<file path="src/rtl/cpu_pkg.sv">
// Shared definitions for the multi-cycle MIPS core: opcodes, PCSrc encodings
// and the fetch-unit state type.
package cpu_pkg;

  // Opcodes the fetch path cares about when building jump/branch targets.
  localparam logic [5:0] OP_J   = 6'h02;
  localparam logic [5:0] OP_JAL = 6'h03;
  localparam logic [5:0] OP_BEQ = 6'h04;

  // Next-PC source selection driven by the control decoder.
  // 2'b11 is not produced by the decoder and falls back to sequential.
  localparam logic [1:0] PCSRC_SEQ  = 2'b00;
  localparam logic [1:0] PCSRC_JUMP = 2'b01;
  localparam logic [1:0] PCSRC_JR   = 2'b10;

  // Fetch FSM: one idle cycle after reset, then alternate between waiting
  // on instruction memory and holding the word for the execute stage.
  typedef enum logic [1:0] {
    FETCH_IDLE = 2'b00,
    FETCH_WAIT = 2'b01,
    FETCH_HOLD = 2'b10
  } fetch_state_e;

  // Sign-extend a 16-bit branch immediate and turn it into a byte offset.
  function automatic logic [31:0] branchOffset(input logic [15:0] imm);
    return {{14{imm[15]}}, imm, 2'b00};
  endfunction

endpackage

</file>
<file path="src/rtl/next_pc_calc.sv">
// Purely combinational next-PC selection: jump, register jump, taken beq or
// fall-through. All arithmetic wraps modulo 2^32.
module next_pc_calc
  import cpu_pkg::*;
(
  input  logic [31:0] pc_plus4,
  input  logic [31:0] instruction,
  input  logic [1:0]  PCSrc,
  input  logic        Branch,
  input  logic        Zero,
  input  logic [31:0] jr_target,
  output logic [31:0] next_pc
);

  logic [31:0] jumpTarget;
  logic [31:0] regTarget;
  logic [31:0] branchTarget;
  logic        branchTaken;

  // Opcode bits and the byte-offset bits of the register target never
  // influence the target; they are folded here so they are visibly accounted for.
  logic unusedBits;
  assign unusedBits = ^{instruction[31:26], jr_target[1:0]};

  assign jumpTarget   = {pc_plus4[31:28], instruction[25:0], 2'b00};
  assign regTarget    = {jr_target[31:2], 2'b00};
  assign branchTarget = pc_plus4 + branchOffset(instruction[15:0]);
  assign branchTaken  = Branch && Zero;

  // Select the target; the unused PCSrc code behaves as sequential without branch.
  always_comb begin
    next_pc = pc_plus4;
    case (PCSrc)
      PCSRC_JUMP: next_pc = jumpTarget;
      PCSRC_JR:   next_pc = regTarget;
      PCSRC_SEQ:  next_pc = branchTaken ? branchTarget : pc_plus4;
      default:    next_pc = pc_plus4;
    endcase
  end

endmodule

</file>
<file path="src/rtl/pc_fetch_unit.sv">
// Program counter and instruction fetch for the multi-cycle core. Requests a
// word at pc, holds it for the decoder until execute acknowledges it, then
// advances pc to the target chosen by next_pc_calc.
module pc_fetch_unit
  import cpu_pkg::*;
#(
  parameter logic [31:0] RESET_PC = 32'h0000_0000
) (
  input  logic        clk,
  input  logic        reset,
  output logic        imem_req,
  output logic [31:0] imem_addr,
  input  logic        imem_ready,
  input  logic [31:0] imem_rdata,
  output logic        inst_valid,
  output logic [31:0] instruction,
  output logic [5:0]  OpCode,
  output logic [5:0]  Funct,
  input  logic        inst_ack,
  input  logic [1:0]  PCSrc,
  input  logic        Branch,
  input  logic        Zero,
  input  logic [31:0] jr_target,
  output logic [31:0] pc,
  output logic [31:0] pc_plus4
);

  fetch_state_e state;
  fetch_state_e nextState;

  logic [31:0] pcReg;
  logic [31:0] instReg;
  logic        instValidReg;
  logic [31:0] nextPc;
  logic        captureInst;
  logic        retireInst;

  next_pc_calc nextPcCalc (
    .pc_plus4    (pc_plus4),
    .instruction (instReg),
    .PCSrc       (PCSrc),
    .Branch      (Branch),
    .Zero        (Zero),
    .jr_target   (jr_target),
    .next_pc     (nextPc)
  );

  // State register; reset drops back to IDLE and abandons any pending fetch.
  always_ff @(posedge clk) begin
    if (reset) begin
      state <= FETCH_IDLE;
    end else begin
      state <= nextState;
    end
  end

  // Next-state and handshake decode; ready only matters in WAIT, ack only in HOLD.
  always_comb begin
    nextState   = state;
    imem_req    = 1'b0;
    captureInst = 1'b0;
    retireInst  = 1'b0;
    case (state)
      FETCH_IDLE: begin
        nextState = FETCH_WAIT;
      end
      FETCH_WAIT: begin
        imem_req = 1'b1;
        if (imem_ready) begin
          captureInst = 1'b1;
          nextState   = FETCH_HOLD;
        end
      end
      FETCH_HOLD: begin
        if (inst_ack) begin
          retireInst = 1'b1;
          nextState  = FETCH_WAIT;
        end
      end
      default: begin
        nextState = FETCH_IDLE;
      end
    endcase
  end

  // Program counter advances only when execute retires the held instruction.
  always_ff @(posedge clk) begin
    if (reset) begin
      pcReg <= RESET_PC;
    end else if (retireInst) begin
      pcReg <= nextPc;
    end
  end

  // Instruction register keeps its last word after retirement; only the valid flag drops.
  always_ff @(posedge clk) begin
    if (reset) begin
      instReg      <= 32'h0000_0000;
      instValidReg <= 1'b0;
    end else if (captureInst) begin
      instReg      <= imem_rdata;
      instValidReg <= 1'b1;
    end else if (retireInst) begin
      instValidReg <= 1'b0;
    end
  end

  assign pc          = pcReg;
  assign pc_plus4    = pcReg + 32'd4;
  assign imem_addr   = pcReg;
  assign instruction = instReg;
  assign inst_valid  = instValidReg;
  assign OpCode      = instReg[31:26];
  assign Funct       = instReg[5:0];

endmodule

</file>
<file path="config.mk">
export PLATFORM = sky130hd
export DESIGN_NAME = pc_fetch_unit
export DESIGN_NICKNAME = d
export VERILOG_FILES = /design/src/rtl/cpu_pkg.sv /design/src/rtl/next_pc_calc.sv /design/src/rtl/pc_fetch_unit.sv
export SDC_FILE = /design/constraint.sdc
export NUM_CORES = 1
export LEC_CHECK = 0
export ABC_AREA = 1
export CORE_UTILIZATION = 35
export CTS_CLUSTER_DIAMETER = 150
export DETAILED_ROUTE_END_ITERATION = 12
export PLACE_DENSITY_LB_ADDON = 0.08
export SLEW_MARGIN = 15
export SYNTH_ARGS = -nofsm -noshare
export SYNTH_HDL_FRONTEND = slang
export SYNTH_SLANG_ARGS = --single-unit
</file>
<file path="constraint.sdc">
create_clock -name clk -period 2.4 [get_ports clk]
set_input_delay 0.72 -clock clk [delete_from_list [all_inputs] [get_ports clk]]
set_output_delay 0.72 -clock clk [all_outputs]
set_load 0.1 [all_outputs]
</file>
==> results by group <==
Placed design
  – Detailed Place HPWL: 24.6 mm
  – I/O Buffers: 205
  – Pre-CTS setup slack: -850 ps
  – Gpl congestion: 0.947

Route
  – Drc violations: 0
  – Antenna Violating Nets Remaining: 0
  – Routed len/inst: 17.6 um
  – Vias: 9,580
  – Number of DRC markers in iteration 0: 666
  – Via-per-instance ratio: 5.01
  – Pre-antenna DRT Iters: 5
  – WL final: 33.6 mm

Timing
  – Slew @ Worst Pin: 651 ps
  – Max Fclk: 327 MHz
  – Final hold vios: 0
  – Worst Setup Slack, final: -655 ps
  – Slew margin rel.: 56.6%
  – Tcrit/Tclk final: 127%
  – Final-report max-slew violation count: 0
  – RSZ-0062 raised after global routing: true
  – Final Skew: 9.07 ps
  – Setup violations, final: 55
  – Final min period: 3050 ps
  – Setup tns final: -22,390 ps

Pwr
  – PwrDens: 301 nW/um2
  – Power Internal: 2.49 mW
  – Total Power: 4.20 mW
  – Leakage: 6.64 nW
  – Combinational Power Share: 40.9%
  – Clock power share: 31.7%
  – Peak supply drop: 0.316 mV
  – Psw: 1.71 mW
  – Sequential share of power: 27.4%
  – Switch share: 40.7%

Cells and area
  – Register area: 1400 um2
  – NumNets Final: 1,750
  – Filler cell count: 1,549
  – Post-layout util: 71.8%
  – Layout cells sized above 1: 54.7%
  – Multi-input gate area: 6400 um2
  – Synthesis-to-layout area growth: 101%
  – N_diodes: 0

Global routing
  – Initial antenna violation count: 0
  – Grt total ovfl: 0
  – Pin count of the biggest net entering global routing: 50
  – Vias in the first global route: 9,227
  – Total track usage: 32.0%
  – First-pass GRT wire length: 49.3 mm

Yosys
  – Unique masters post-synth: 43
  – Synthesized flop and latch total: 65
  – Average size of a mapped cell: 5.78 um2
  – Synth warnings: 0
  – Post-synthesis sequential area ratio: 18.7%
  – Cell area after synthesis: 6960 um2
  – Synth Instances: 1,204

Worst setup path
  – Cell chain of the critical path: ha_4 -> nand2_2 -> inv_2 -> nand3_4 -> nor2_4 -> buf_6 -> xnor2_4 -> clkinvlp_4 -> ha_4 -> nand2_4 -> nor2_2 -> buf_4 -> nand2_1 -> nor2_1 -> nand2_1 -> nand4_1 -> nand3_2 -> nand2_2 -> nand2_1 -> nand2_1 -> a21oi_2
  – Setup Crit Path Kind: flip-flop to flip-flop
  – Number of buffers and inverters on the critical path: 4
  – Critical Path AT: 3270 ps
  – CP most frequent cell: nand2_1
  – Maximum fanout along the worst path: 5
  – Max incr delay on CP: 380 ps
  – Slowest CP cell: dfxtp_4
  – CP Launch Type: flip-flop
  – WP data required: 2610 ps
  – Top cell family by delay on the critical path: simple AND/OR/NAND/NOR gates
  – Crit. End Element: flip-flop

CTS
  – Root Driver: clkbuf_16
  – CTS sink count: 65
  – Clk_lat worst skew: 350 ps
  – H-tree levels: 3
  – CTS tree: yes
  – Clock-pin slew on the worst setup and hold paths: 60 ps
  – Hold-fix buffers, CTS: 0
  – CTS Buffer Depth: 2
  – Clock buffers created by TritonCTS: 9

Run
  – MaxCap Viol Count: 0

Floorplan
  – IO Pins: 214
  – Starting Density: 35.8%
  – Die ar.: 20,500 um2
  – Die X: 143 um
  – Core area: 19,500 um2
  – Row cnt: 51
  – Die Height: 143 um

Status
  – Outcome: complete, but fails checks
  – Failing checks: setup timing

Worst hold path
  – Worst min-delay path class: flip-flop to flip-flop
==> cells in the mapped netlist, drive strengths merged <==
master / number / area share [%]
ha: 34 / 6.1
xor2: 10 / 1.3
o21bai: 6 / 0.65
nand3b: 2 / 0.22
o2111ai: 2 / 0.25
nand4: 13 / 1.2
fa: 1 / 0.29
o211ai: 4 / 0.43
a31oi: 3 / 0.27
dfxtp: 65 / 19
or2: 5 / 0.49
o221ai: 2 / 0.25
clkbuf: 31 / 2.8
nand3: 106 / 8.0
clkinv: 2 / 0.11
nor3: 10 / 1.0
a21oi: 113 / 8.3
and2: 4 / 0.36
a221oi: 17 / 2.1
a21o: 4 / 0.43
inv: 186 / 10
nor2: 77 / 4.8
o21ai: 46 / 3.3
buf: 53 / 5.6
nand2: 399 / 22
o21a: 1 / 0.11
nor3b: 1 / 0.11
xnor2: 6 / 0.75
conb: 1 / 0.054
==> cell usage in the layout (no fill, tap or decap), types with 10 or more instances in the layout <==
cell               n
clkbuf_16         10
dfxtp_4           24
buf_6             78
nand2_1          247
clkdlybuf4s50_1   68
nand4_1           13
o21ai_0           31
nand3_2           37
inv_2             43
dfxtp_1           37
ha_4              27
a221oi_1          17
buf_12            40
clkinvlp_4        17
nand2_4           50
o21ai_1           12
nand3_4           14
nor2_4            36
nor2_1            26
buf_4            320
nand2_2          101
a21oi_1           86
inv_1            121
a21oi_2           23
nor2_2            15
nand3_1           55
==> path summary, 6_finish.rpt <==
path / slack, ps / cells after the start / endpoint / start
max: -650 / 21 / imem_addr[23] / imem_addr[3]
min: 470 / 2 / inst_valid / inst_valid
max reg2reg: -650 / 21 / imem_addr[23] / imem_addr[3]
min reg2reg: 470 / 2 / inst_valid / inst_valid
==> state kept, by name (all words and copies together), names as in the netlist <==
| register | cells |
|---|---|
| state | 2 |
| instruction | 32 |
| imem_addr | 30 |
| inst_valid | 1 |
==> stage by stage <==
stage                     hold WS [ps]  std cells  area [um2]
after floorplan                    497       1209        7350
after global placement             452       1828       11000
after detailed placement           458       1828       11000
after CTS                          470       1875       12900
after global routing               504       1913       14000
final                              471       1913       14000
==> cells by family after synthesis <==
kind of cell	count (synthesis)	synth area share (%)
adder cells (fa/ha/maj)	35	6.40
AO/OA/AOI/OAI	198	16.2
other	1	0.0539
AND/OR/NAND/NOR	617	38.1
buffers and inverters	272	18.6
flip-flops	65	18.7
XOR/XNOR	16	2.01
==> what timing repair did <==
item | in CTS | in global routing
gates cloned | 0 | 0
gates resized for setup | 321 | 222
endpoints found under the setup margin | 54 | 55
pin swaps | 174 | 159
buffers inserted | 42 | 47
==> worst reg2reg max path: stages, from the launching register on <==
cell	delay (ps)
dfxtp_4	380
ha_4	140
nand2_2	40
inv_2	70
nand3_4	140
nor2_4	160
buf_6	130
xnor2_4	130
clkinvlp_4	170
ha_4	350
nand2_4	70
nor2_2	170
buf_4	150
nand2_1	60
nor2_1	110
nand2_1	120
nand4_1	130
nand3_2	120
nand2_2	80
nand2_1	40
nand2_1	90
a21oi_2	50
==> metal layers <==
layer	routed length (um)	part of all wire (%)	up-vias	global-route usage [%]
met4	1210	3.6	0	12.8
met1	14700	44	4470	43.1
li1	-	-	4689	-
met5	0	0	-	0.251
met2	15700	47	348	51.7
met3	2070	6.1	73	3.99
==> final cells by class <==
cell class | instances | area share, %
Clock buffer | 12 | 1.92
Clock inverter | 4 | 0.179
Inverter | 188 | 5.60
Multi-Input combinational cell | 872 | 45.8
Sequential cell | 65 | 10.0
Tap cell | 265 | 2.37
Timing Repair Buffer | 507 | 34.1
==> power groups by stage <==
stage	logic [mW]	registers (mW)	clock network (mW)
2_1_floorplan	0.678	1.45	0
3_3_place_gp	1.48	1.17	0
6_report	1.72	1.15	1.33
4_1_cts	1.62	1.15	1.34
5_1_grt	1.80	1.16	1.36
3_5_place_dp	1.48	1.17	0
Power figures use the tool's default switching activity.
